--- src/rtl/ind_fifo_sched.sv ---
// ---------------------------------------------------------------------------
// sys_arr_pkg : operand widths shared by the systolic-array operand path.
//
// ind_fifo_sched : controller for the bank of N sparse-operand input FIFOs
// on one edge of the systolic array. Compressed elements arriving from the
// operand memory streamer are steered into the FIFO named by in_sel. The
// block tracks per-lane occupancy and end-of-row status, issues lock-step
// shift beats to the array, and pulses done once a whole pass has drained.
//
// Ports
//   clk, rst        clock (rising edge), synchronous active-high reset
//   start           begin a pass (only honoured while idle)
//   in_valid/ready  element handshake from the streamer
//   in_sel          destination lane of the offered element
//   in_val/ind/end  element value, index and end-of-row flag
//   fifo_load       one-hot load strobe into the FIFO bank
//   fifo_load_*     value/index/end buses broadcast to every FIFO
//   fifo_shift      per-lane shift strobe into the FIFO bank
//   arr_ready       array accepts a beat this cycle
//   arr_valid       a beat is presented and shifted this cycle
//   lane_valid      lanes carrying real data in this beat
//   busy            a pass is in progress
//   done            one-cycle pass-complete pulse
// ---------------------------------------------------------------------------
package sys_arr_pkg;
  localparam int DW  = 8;
  localparam int IND = 4;
endpackage

module ind_fifo_sched
  import sys_arr_pkg::*;
#(
  parameter int N     = 4,
  parameter int DEPTH = 4
) (
  input  logic                 clk,
  input  logic                 rst,
  input  logic                 start,
  input  logic                 in_valid,
  output logic                 in_ready,
  input  logic [$clog2(N)-1:0] in_sel,
  input  logic [DW-1:0]        in_val,
  input  logic [IND-1:0]       in_ind,
  input  logic                 in_end,
  output logic [N-1:0]         fifo_load,
  output logic [DW-1:0]        fifo_load_vals,
  output logic [IND-1:0]       fifo_load_inds,
  output logic                 fifo_load_ends,
  output logic [N-1:0]         fifo_shift,
  input  logic                 arr_ready,
  output logic                 arr_valid,
  output logic [N-1:0]         lane_valid,
  output logic                 busy,
  output logic                 done
);

  localparam int CW = $clog2(DEPTH + 1);

  typedef enum logic [1:0] {
    S_IDLE,
    S_RUN,
    S_DRAIN,
    S_DONE
  } state_t;

  state_t        state;
  logic [CW-1:0] cnt      [N];
  logic [CW-1:0] cnt_next [N];
  logic [N-1:0]  fin;
  logic [N-1:0]  fin_next;
  logic [N-1:0]  nonempty;
  logic          accept;
  logic          eligible;
  logic          shift_en;
  logic          all_empty_next;

  // The data buses are shared by every FIFO; only the one-hot load strobe
  // decides which FIFO actually captures them.
  assign fifo_load_vals = in_val;
  assign fifo_load_inds = in_ind;
  assign fifo_load_ends = in_end;

  // Handshake, beat generation and next-occupancy computation. A lane that
  // has seen its end element and run dry only contributes a bubble, so it
  // never holds back the lanes that still have data. A beat is only issued
  // when at least one lane carries real data. A full lane refuses input
  // even if it is about to shift; there is no full-and-shift bypass.
  always_comb begin
    for (int i = 0; i < N; i++) begin
      nonempty[i] = (cnt[i] != '0);
    end

    in_ready = (state == S_RUN) && !fin[in_sel] && (cnt[in_sel] != CW'(DEPTH));
    accept   = in_valid && in_ready;

    fifo_load = '0;
    if (accept) begin
      fifo_load[in_sel] = 1'b1;
    end

    eligible   = (&(nonempty | fin)) && (|nonempty);
    shift_en   = ((state == S_RUN) || (state == S_DRAIN)) && eligible && arr_ready;
    fifo_shift = shift_en ? nonempty : '0;
    arr_valid  = shift_en;
    lane_valid = fifo_shift;

    fin_next = fin | (in_end ? fifo_load : '0);

    all_empty_next = 1'b1;
    for (int i = 0; i < N; i++) begin
      cnt_next[i] = cnt[i] + CW'(fifo_load[i]) - CW'(fifo_shift[i]);
      if (cnt_next[i] != '0) begin
        all_empty_next = 1'b0;
      end
    end
  end

  // Pass sequencer together with the occupancy and end-of-row trackers.
  // Idle keeps the trackers cleared so every pass starts from scratch. The
  // move to DRAIN looks at fin_next so an end element accepted this cycle
  // already counts; the move to DONE looks at cnt_next so the final shift
  // is seen in the same cycle. busy and done are kept as flops that follow
  // the state transitions.
  always_ff @(posedge clk) begin
    if (rst) begin
      state <= S_IDLE;
      fin   <= '0;
      busy  <= 1'b0;
      done  <= 1'b0;
      for (int i = 0; i < N; i++) begin
        cnt[i] <= '0;
      end
    end else begin
      case (state)
        S_IDLE: begin
          fin <= '0;
          for (int i = 0; i < N; i++) begin
            cnt[i] <= '0;
          end
          if (start) begin
            state <= S_RUN;
            busy  <= 1'b1;
          end
        end
        S_RUN: begin
          fin <= fin_next;
          for (int i = 0; i < N; i++) begin
            cnt[i] <= cnt_next[i];
          end
          if (&fin_next) begin
            state <= S_DRAIN;
          end
        end
        S_DRAIN: begin
          for (int i = 0; i < N; i++) begin
            cnt[i] <= cnt_next[i];
          end
          if (all_empty_next) begin
            state <= S_DONE;
            done  <= 1'b1;
          end
        end
        S_DONE: begin
          state <= S_IDLE;
          done  <= 1'b0;
          busy  <= 1'b0;
        end
        default: begin
          state <= S_IDLE;
          done  <= 1'b0;
          busy  <= 1'b0;
        end
      endcase
    end
  end

endmodule

--- config.mk ---
export PLATFORM = sky130hd
export DESIGN_NAME = ind_fifo_sched
export DESIGN_NICKNAME = d
export VERILOG_FILES = /design/src/rtl/ind_fifo_sched.sv
export SDC_FILE = /design/constraint.sdc
export NUM_CORES = 1
export LEC_CHECK = 0
export ABC_AREA = 1
export CAP_MARGIN = 20
export CORE_UTILIZATION = 43
export DETAILED_ROUTE_END_ITERATION = 6
export GPL_ROUTABILITY_DRIVEN = 1
export PLACE_DENSITY = 0.77
export SLEW_MARGIN = 20
export SYNTH_ARGS = -nofsm -noshare
export SYNTH_HDL_FRONTEND = slang
export SYNTH_SLANG_ARGS = --single-unit
--- constraint.sdc ---
create_clock -name clk -period 3.3 [get_ports clk]
set_input_delay 0.66 -clock clk [delete_from_list [all_inputs] [get_ports clk]]
set_output_delay 0.66 -clock clk [all_outputs]
set_load 0.005 [all_outputs]
==> results of run 1 <==
[placed cells by master, fill, tap and decap left out, types with 2 or more instances in the layout]
cell / netlist / layout
nand3_1: 9 / 9
xnor2_1: 3 / 2
inv_2: 2 / 11
buf_4: 18 / 60
nor2_1: 39 / 29
nand4_1: 9 / 9
xor2_1: 5 / 4
inv_1: 37 / 28
ha_1: 12 / 8
ha_4: 0 / 4
nor3_2: 0 / 2
a21oi_1: 9 / 9
nand2_2: 1 / 4
dlymetal6s2s_1: 0 / 2
nor2_2: 3 / 6
fa_2: 0 / 2
nor3_1: 8 / 6
edfxtp_1: 12 / 12
clkdlybuf4s50_1: 0 / 20
buf_6: 0 / 3
clkinv_1: 2 / 2
fa_1: 4 / 2
clkbuf_8: 0 / 3
nor2_4: 0 / 7
dfxtp_1: 8 / 8
nand2_1: 27 / 24
[cells by family after synthesis]
logic type / count (synthesis) / share of synthesized area
simple gates: 99 / 0.268
fa+ha+maj: 16 / 0.141
buf+inv: 60 / 0.179
xor+xnor: 8 / 0.0428
flops: 20 / 0.318
compound gates: 13 / 0.0519
[power groups by stage]
stage	Sequential, mW	Clock [mW]	Combinational [mW]
5_1_grt	0.416	0.185	1.62
4_1_cts	0.400	0.171	1.26
2_1_floorplan	0.413	0	0.575
6_report	0.411	0.167	1.49
3_3_place_gp	0.399	0	1.01
3_5_place_dp	0.404	0	1.03
[flip-flops by register name, summed over array words and instances, names as in the netlist]
register  flops
cnt          12
fin           4
state         2
busy          1
done          1
[stage by stage]
| stage | cell area, sq um | setup TNS, ns |
|---|---|---|
| 4_1_cts | 2370 | -0.0636 |
| 6_report | 2490 | -0.0329 |
| 3_5_place_dp | 2120 | -1.53 |
| 2_1_floorplan | 1640 | 0 |
| 3_3_place_gp | 2120 | -1.43 |
| 5_1_grt | 2490 | -0.702 |
[worst max path at each step]
stage                    end  slack [ns]  depth (start not counted)
finish                  done       -0.02                         20
global route            done       -0.22                         20
CTS                 state[1]       -0.03                         20
detailed placement  state[1]       -0.51                         18
global placement    state[0]       -0.48                         20
floorplan           state[1]       0.009                         19
[cell type report]
cell class | instances | area (sq um)
Fill cell | 269 | 1170
Multi-Input combinational cell | 136 | 978
Sequential cell | 20 | 520
Inverter | 41 | 154
Clock buffer | 4 | 45.0
Tap cell | 48 | 60.1
Timing Repair Buffer | 87 | 728
[synthesized netlist by cell type]
cell / number
a2111oi_0: 1
a211oi_1: 1
a21boi_4: 1
a21oi_1: 9
and2_2: 1
buf_4: 18
clkbuf_1: 1
clkinv_1: 2
dfxtp_1: 8
edfxtp_1: 12
fa_1: 4
ha_1: 12
inv_1: 37
inv_2: 2
nand2_1: 27
nand2_2: 1
nand2_4: 1
nand3_1: 9
nand4_1: 9
nor2_1: 39
nor2_2: 3
nor3_1: 8
o21ai_0: 1
or2_2: 1
xnor2_1: 3
xor2_1: 5
[critical path, stage by stage (launching register included)]
cell	delay, ns
edfxtp_1	0.33
inv_1	0.06
nand2_2	0.08
nor3_2	0.05
a2111oi_2	0.36
nand4_1	0.16
buf_6	0.18
nor2_4	0.13
ha_4	0.21
inv_2	0.06
ha_4	0.13
inv_2	0.03
fa_2	0.32
xor2_1	0.15
xor2_1	0.19
nor3_2	0.16
nand4_1	0.18
buf_4	0.20
nor2_2	0.07
o21ai_1	0.06
a21oi_1	0.13
[routing by layer]
layer | global-route usage | part of all wire
met1 | 0.281 | 0.42
met2 | 0.414 | 0.52
met3 | 0.0290 | 0.046
met4 | 0.114 | 0.019
met5 | 0 | 0
[repair_timing]
item / in CTS / in global routing
hold buffers: 0 / 0
pin swaps: 11 / 17
setup buffers: 16 / 4
cloned: 0 / 0
gates resized for setup: 29 / 23
endpoints found under the setup margin: 3 / 6
==> impl_metrics.tcl, run 1 <==
set metrics [dict create \
    violations "setup timing" \
    drt_iter0_drc 76 \
    die_y_um 63.7 \
    syn_area_sq_um 1640 \
    cts-root-buf "clkbuf_8" \
    synthCells 216 \
    switching_share 0.425 \
    p_per_area_nw_per_um2 832 \
    worstSetupPathType "flop to flop" \
    grt_pass1_wl_um 7300 \
    r2r-start "cnt[3][0]" \
    row_count 22 \
    worst_ep_required_time_ns 3.49 \
    grt_use_total 0.236 \
    syn_avg_cell_area_sq_um 7.58 \
    synth_top_area_frac 0.220 \
    grt_max_degree 12 \
    endpoint_kind "flop" \
    drc 0 \
    vias 1666 \
    grt_pass1_vias 1615 \
    dp_cells 312 \
    portBuffers 24 \
    yosys-top-cells-area "edfxtp_1, dfxtp_1, ha_1, nor2_1, inv_1" \
    clk_latency_ns 0.26 \
    antenna_cells 0 \
    place.gp.congestion 0.960 \
    ant_nets 0 \
    start_kind "flop" \
    syn_to_final_growth_pct 51.8 \
    cp.arrival_ns 3.51 \
    synth_nets 252 \
    clock_power_share 0.081 \
    final_util 0.679 \
    finalClockSkew_ns 0.00149 \
    clockBufferDepth 2 \
    seq_area_frac_synth 0.318 \
    hold_viol 0 \
    tritoncts "built" \
    p_leak_nw 1.20 \
    p_comb_frac 0.721 \
    slew_headroom 0.672 \
    dr.pass1.iters 6 \
    yosys.area.top_type "edfxtp_1" \
    wl_um 4810 \
    start_util 0.447 \
    drive_gt1_frac 0.378 \
    finalSetupViolations 3 \
    fin_cells 336 \
    holdPathStages 2 \
    ff2ff_path_depth 20 \
    total_power_mw 2.07 \
    hold_ws_ns 0.515 \
    sequentialPowerShare 0.199 \
    critPathLaunch "cnt[3][0]" \
    p_int_mw 1.19 \
    cts_buffers 3 \
    reg2reg_setup_slack_ns -0.02 \
    vias_per_cell 4.96 \
    hold_class "flop to flop" \
    fin_crit_sh 1.01 \
    design.core.area_sq_um 3660 \
    fmax_mhz 301 \
    dp_slack_ns -0.507 \
    cts_max_level 1 \
    rr_endpoint "done" \
    peakVddDrop_mv 0.423 \
    boundaryPins 49 \
    crit_fanout 5 \
    die_w_um 63.7 \
    worst_slew_pin_slew_ns 0.490 \
    cts.reportedPaths.clkPinSlew_ns 0.07 \
    layout_setup_ws_ns -0.0186 \
    fin_crit_ns 3.32 \
    dp_hpwl_um 3150 \
    rsz0062_at_grt "true" \
    synth_seq_cells 20 \
    antenna_found_initial 0 \
    min_to "busy" \
    clkSinkCount 20 \
    gr-total-overflow 0 \
    synth_cell_types 26 \
    nNetsFinal 325 \
    die_area_sq_um 4060 \
    min-delay-start "busy" \
    drv_slew 0 \
    synth_warnings 0 \
    drv_cap 0 \
    status "complete, but fails checks" \
    routedWlPerCell_um 14.3 \
    p_sw_mw 0.879 \
]
(Power assumes the default switching activity.)
==> inputs of run 2 (changes only) <==
SKIP_LAST_GASP = 1   (was unset)
==> results of run 2 <==
Final layout, timing and power as in run 1 (identical DEF).
==> inputs of run 3 (changes only) <==
GPL_ROUTABILITY_DRIVEN = 0   (was 1)
==> results of run 3 <==
Final layout, timing and power as in run 1 (identical DEF).
